===== src/rtl/inst_prefetch_queue.sv =====
// inst_prefetch_queue: fetch PC owner, one-outstanding imem requester and decode-side FIFO
module inst_prefetch_queue #(
  parameter int          DEPTH    = 4,
  parameter logic [31:0] RESET_PC = 32'h0000_0000
) (
  input  logic                     i_clk,
  input  logic                     i_rst_n,
  output logic                     o_mem_req,
  output logic [31:0]              o_mem_addr,
  input  logic                     i_mem_ack,
  input  logic [31:0]              i_mem_rdata,
  output logic                     o_dec_valid,
  input  logic                     i_dec_ready,
  output logic [31:0]              o_dec_inst,
  output logic [31:0]              o_dec_npc,
  input  logic                     i_redirect,
  input  logic [31:0]              i_redirect_pc,
  output logic [$clog2(DEPTH):0]   o_count
);
  localparam int AW = $clog2(DEPTH);
  localparam int CW = AW + 1;
  localparam logic [CW-1:0] FULL = CW'(DEPTH);
  typedef enum logic [1:0] {IDLE, REQ, DISCARD} state_t;
  state_t r_state, w_state_next;
  logic [31:0] r_fetch_pc, r_req_addr, w_fetch_pc_next;
  logic [AW-1:0] r_wr_ptr, r_rd_ptr;
  logic [CW-1:0] r_count, w_count_next;
  logic [31:0] r_inst [DEPTH];
  logic [31:0] r_npc [DEPTH];
  logic w_push, w_pop, w_space, w_new_req;
  assign w_push          = (r_state == REQ) && i_mem_ack && !i_redirect;
  assign w_pop           = o_dec_valid && i_dec_ready && !i_redirect;
  assign w_count_next    = r_count + CW'(w_push) - CW'(w_pop);
  assign w_space         = w_count_next < FULL;
  assign w_fetch_pc_next = i_redirect ? i_redirect_pc : w_push ? r_fetch_pc + 32'd4 : r_fetch_pc;
  assign w_new_req       = (w_state_next == REQ) && ((r_state == IDLE) || i_mem_ack);
  // state register
  always_ff @(posedge i_clk) begin
    if (!i_rst_n) r_state <= IDLE;
    else r_state <= w_state_next;
  end
  // next state: redirect keeps an unacked request alive as DISCARD, otherwise issue while room remains
  always_comb begin
    w_state_next = r_state;
    if (i_redirect) w_state_next = (r_state == DISCARD || (r_state == REQ && !i_mem_ack)) ? DISCARD : REQ;
    else if (r_state == IDLE) w_state_next = w_space ? REQ : IDLE;
    else if (i_mem_ack) w_state_next = (r_state == DISCARD || w_space) ? REQ : IDLE;
  end
  // outputs: request from state, decode view of the FIFO head (zero when empty)
  always_comb begin
    o_mem_req   = r_state != IDLE;
    o_mem_addr  = r_req_addr;
    o_dec_valid = r_count != '0;
    o_dec_inst  = o_dec_valid ? r_inst[r_rd_ptr] : '0;
    o_dec_npc   = o_dec_valid ? r_npc[r_rd_ptr] : '0;
    o_count     = r_count;
  end
  // fetch PC, request address and FIFO bookkeeping; redirect flushes and retargets
  always_ff @(posedge i_clk) begin
    if (!i_rst_n) begin
      r_fetch_pc <= RESET_PC;
      r_req_addr <= RESET_PC;
      r_count    <= '0;
      r_wr_ptr   <= '0;
      r_rd_ptr   <= '0;
    end else begin
      r_fetch_pc <= w_fetch_pc_next;
      if (w_new_req) r_req_addr <= w_fetch_pc_next;
      r_count  <= i_redirect ? '0 : w_count_next;
      r_wr_ptr <= i_redirect ? '0 : r_wr_ptr + AW'(w_push);
      r_rd_ptr <= i_redirect ? '0 : r_rd_ptr + AW'(w_pop);
    end
  end
  // FIFO storage: returned word with its PC+4
  always_ff @(posedge i_clk) begin
    if (w_push) begin
      r_inst[r_wr_ptr] <= i_mem_rdata;
      r_npc[r_wr_ptr]  <= r_fetch_pc + 32'd4;
    end
  end
endmodule


===== config.mk =====
export PLATFORM = sky130hd
export DESIGN_NAME = inst_prefetch_queue
export DESIGN_NICKNAME = d
export VERILOG_FILES = /design/src/rtl/inst_prefetch_queue.sv
export SDC_FILE = /design/constraint.sdc
export NUM_CORES = 1
export LEC_CHECK = 0
export ABC_AREA = 1
export CORE_UTILIZATION = 56
export DETAILED_ROUTE_END_ITERATION = 6
export PLACE_DENSITY = 0.79
export SETUP_SLACK_MARGIN = 0.3
export SLEW_MARGIN = 0
export SYNTH_ARGS = -nofsm -noshare
export SYNTH_HDL_FRONTEND = slang
export SYNTH_SLANG_ARGS = --single-unit

===== constraint.sdc =====
create_clock -name i_clk -period 7.6 [get_ports i_clk]
set_input_delay 1.14 -clock i_clk [delete_from_list [all_inputs] [get_ports i_clk]]
set_output_delay 1.14 -clock i_clk [all_outputs]
set_load 0.01 [all_outputs]

# == Word-level counts from Yosys, hierarchy flattened ==
# Memories as Yosys holds them, arrays and structs flattened. A register that Yosys moved wholly into a read port is not among the register bits.
# Index checks and enable logic that the tools add are counted.
# word_totals
regBits,73
mem_bits_rw,256
in_bits,69
out_inout_bits,101
word_cells,47
mem_count,2
# op_classes
n_addsub,5
order_cmp,1
n_eq_ne,3
muxes,14
bitwise_logic,1
n_reduce_logical,15
# mem_list
memory,words,word_bits,rd,rd_clocked_by_memory_dff,wr,line,source
r_inst,4,32,1,1,1,28,logic [31:0] r_inst [DEPTH];
r_npc,4,32,1,1,1,29,logic [31:0] r_npc [DEPTH];
# op_table
operator,count
32-bit 2-to-1 mux,4
32-bit by 3-bit adder with 32-bit output (second input constant),1
2-bit 2-to-1 mux,6
1-bit logical AND,6
2-bit by 1-bit adder with 2-bit output,2
2-bit by 1-bit == test with 1-bit output (second input constant),2
1-bit 2-to-1 mux,4
3-bit by 1-bit adder with 3-bit output,1
1-bit logical OR,3
3-bit less-than comparator (second input constant),1
3-bit nonzero test,1
3-bit by 1-bit subtractor with 3-bit output,1
2-bit == test (second input constant),1
1-bit zero test,2
2-bit zero test,1
2-bit nonzero test,1
2-bit OR reduction,1
1-bit inverter,1

# == Depth between registers and ports, before layout ==
# depth
depth_word,13
ltp_mapped,18
depth_no_buf,17

# == Least setup slack after synthesis ==
# No wires, ideal clock.
# synth_timing
path_kind,input to register
from,in i_redirect
to,"mem r_inst[0][0], enable pin"
setup_ns,0.565
arrival_ns,5.889
path_slack_ns,1.145
path_stages,4
path_buffers,1
cell_sequence,buf_2 > nor2_4 > inv_1 > nor3_1
# synth_via
elab_chain_len,4
# synth_lines
element,line,source
start: declaration,16,"input logic i_redirect,"
1-bit zero test,31,assign w_push = (r_state == REQ) && i_mem_ack && !i_redirect;
1-bit logical AND,31,
1-bit 2-to-1 mux,76,if (w_push) begin
1-bit 2-to-1 mux (not written as such),77,r_inst[r_wr_ptr] <= i_mem_rdata;
end: declaration,28,
# Every way passes these cells.

==> qor.txt <==
clk root buf - clkbuf_16
Routed wire per std cell - 16.7 µm
H-Tree Depth - 1
DRT Pass-1 Iters - 7
sequential cell fraction of total power - 53.5%
Reg clk slew, reported paths - 0.06 ns
worst-margin pin slew - 0.989 ns
Final #Nets - 1641
synthesized net count - 1500
pin count of the biggest net entering global routing - 75
max-cap violation count - 0
post-CTS resize count - 0
vias per inst - 5.37
Pint - 2.93 mW
cts bufs inserted - 31
most common cell after layout, fill and taps aside - nor2_1
# IOs - 170
worst-skew pair later-pin latency - 0.55 ns
cts hold-fix bufs - 0
Slowest-stage cell, CP - buf_4
post-DP HPWL - 19200 µm
global-route wire length before repair - 50700 µm
dpl ws - 2.55 ns
#FFs+latches synth - 329
Top FF cell, synth - edfxtp_1
sequential fraction of the synthesis area - 65.0%
CP Buf/Inv Count - 4
Netlist cell types - 36
share of total power in the clock network - 38.2%
Vias - 10300
drc violations - 0
Pleak - 6.11 nW
port bufs - 169
critical path startpoint category - register
Final Critical Period - 4.85 ns
final setup vio count - 0
drt total wl - 31900 µm
CP delay by family, top - buffers and inverters
crit path kind - register to output pin
Max Clock Skew - 0.0132 ns
vias in the first global route - 10000
Async S/R FF share, synth - 0%
Routed Antenna Nets - 0
FP Rows - 57
count of pins over their slew limit - 0
CP endpoint kind - output pin
grt total ovfl - 0
register area - 0.00915 mm²
WP data required - 6.46 ns
PD cells - 224 mW/mm²
initial antenna violation count - 0
Fin. Hold Viols - 0
sw frac - 22.4%
EDFF count, synth - 256
status - finished clean
clk buf depth - 3
# diodes - 0
syn avg cell area - 9.86 µm²
period utilisation layout - 63.8%
NetSw - 0.845 mW
VDD IR max - 0.212 mV
area occupied by multi-input gates - 0.00428 mm²
Critical Path Max Stage Delay - 0.65 ns
die area - 0.0258 mm²
GRT Overall Usage - 24.7%
Rel. slew slack - 34.1%
Peak Freq - 206 MHz
Setup TNS Final - 0 ns
synthesized area - 0.0141 mm²
Comb power frac - 8.3%
Initial Util - 57.5%
synth warn - 0
worst-path cell chain - buf_4 > inv_2 > buf_4 > nor2_1 > o21ai_0 > a21oi_1 > clkdlybuf4s50_1
RSZ-0062 raised after global routing - no
clock sinks - 329
CTS tree - yes
ratio of cells with drive above 1 in the final layout - 6.35%
Critical Path Most Common Cell - buf_4
initial DRC count - 863
most frequent cells in the layout - nor2_1, edfxtp_1, nand2_1
die width - 161 µm
# fillers - 1825
Post-Synthesis Cells - 1427
critical path peak fanout - 65
Core ar. - 0.0245 mm²
Layout area overhead - 20.0%
Post-CTS Setup Bufs - 0
Worst EP arrival - 3.71 ns
worst setup margin - 2.75 ns
GP Congestion - 0.877
Hold WC Path Type - register to register
die height - 161 µm
## metrics by stage
stage          power [mW]  area, µm²  hold slack [ns]  utilization (%)  std cells
6_report             3.78      16900            0.450             69.0       1915
3_3_place_gp         2.36      15900            0.438             65.1       1859
4_1_cts              3.80      16900            0.454             69.0       1915
2_1_floorplan        2.23      14100            0.455                -       1427
5_1_grt              3.92      16900            0.485             69.0       1915
3_5_place_dp         2.37      15900            0.445             65.1       1859
## cell families (layout without fill, tap and decap cells)
family | Yosys count | count (layout) | synth area share (%)
adders and majority gates | 4 | 4 | 0.409
DFF | 329 | 329 | 65.0
xor gates and xnor gates | 14 | 14 | 1.09
buffers and inverters | 154 | 318 | 4.76
and+or+nand+nor | 640 | 640 | 18.5
AOI/OAI and AO/OA | 286 | 286 | 10.2
## power by group through the flow
stage / registers [mW] / clock network, mW / logic, mW
after floorplan: 2.06 / 0 / 0.164
after global placement: 2.06 / 0 / 0.301
after detailed placement: 2.06 / 0 / 0.310
after CTS: 2.02 / 1.46 / 0.312
after global routing: 2.03 / 1.54 / 0.347
final: 2.02 / 1.45 / 0.312
## synthesized netlist by cell type, types with 6 or more instances
library cell / number / area [µm²]
nand4_1: 9 / 56.3
nor2_4: 8 / 90.1
clkbuf_1: 37 / 139
dfxtp_1: 73 / 1460
nor2_1: 348 / 1310
nand3_1: 22 / 110
a21oi_1: 104 / 521
nand2_1: 227 / 852
o21ai_0: 177 / 886
inv_1: 76 / 285
buf_2: 20 / 100
buf_1: 10 / 37.5
edfxtp_1: 256 / 7690
xor2_1: 7 / 61.3
nor3_1: 6 / 30.0
## sequential cells by signal (all words and copies together), names as in the netlist
name        count
o_mem_addr     32
r_rd_ptr        2
r_inst        128
r_npc         128
r_wr_ptr        2
o_count         3
r_state         2
r_fetch_pc     32
## metal layers
metal  routed length, µm  up-vias  GRT usage [%]
met2               14900      373           40.5
met4                 755        0           7.58
met5                   0        -              0
li1                    -     5053              -
met1               14100     4810           34.6
met3                2160       45           2.94
## worst min-delay path, cell delays in order, from the launching register on
cell and delay (ns):
dfxtp_1 0.31, inv_1 0.05, a21oi_1 0.05
## area by class of cell
cell class | instances | share of cell area [%]
inverters | 80 | 1.78
clock buffers | 32 | 4.62
flip-flops and latches | 329 | 54.2
repair buffers | 182 | 10.6
well taps | 324 | 2.40
multi-input cells | 944 | 25.3
clock inverters | 24 | 1.02
## worst paths after layout
kind,end,from,slack [ns],depth (start not counted)
hold reg to reg,o_mem_addr[4],o_mem_addr[4],0.45,2
setup reg to reg,o_mem_addr[30],r_state[1],3.79,16
setup / recovery,o_dec_npc[16],r_rd_ptr[1],2.75,7
hold / removal,o_mem_addr[4],o_mem_addr[4],0.45,2
(Power assumes the default switching activity.)
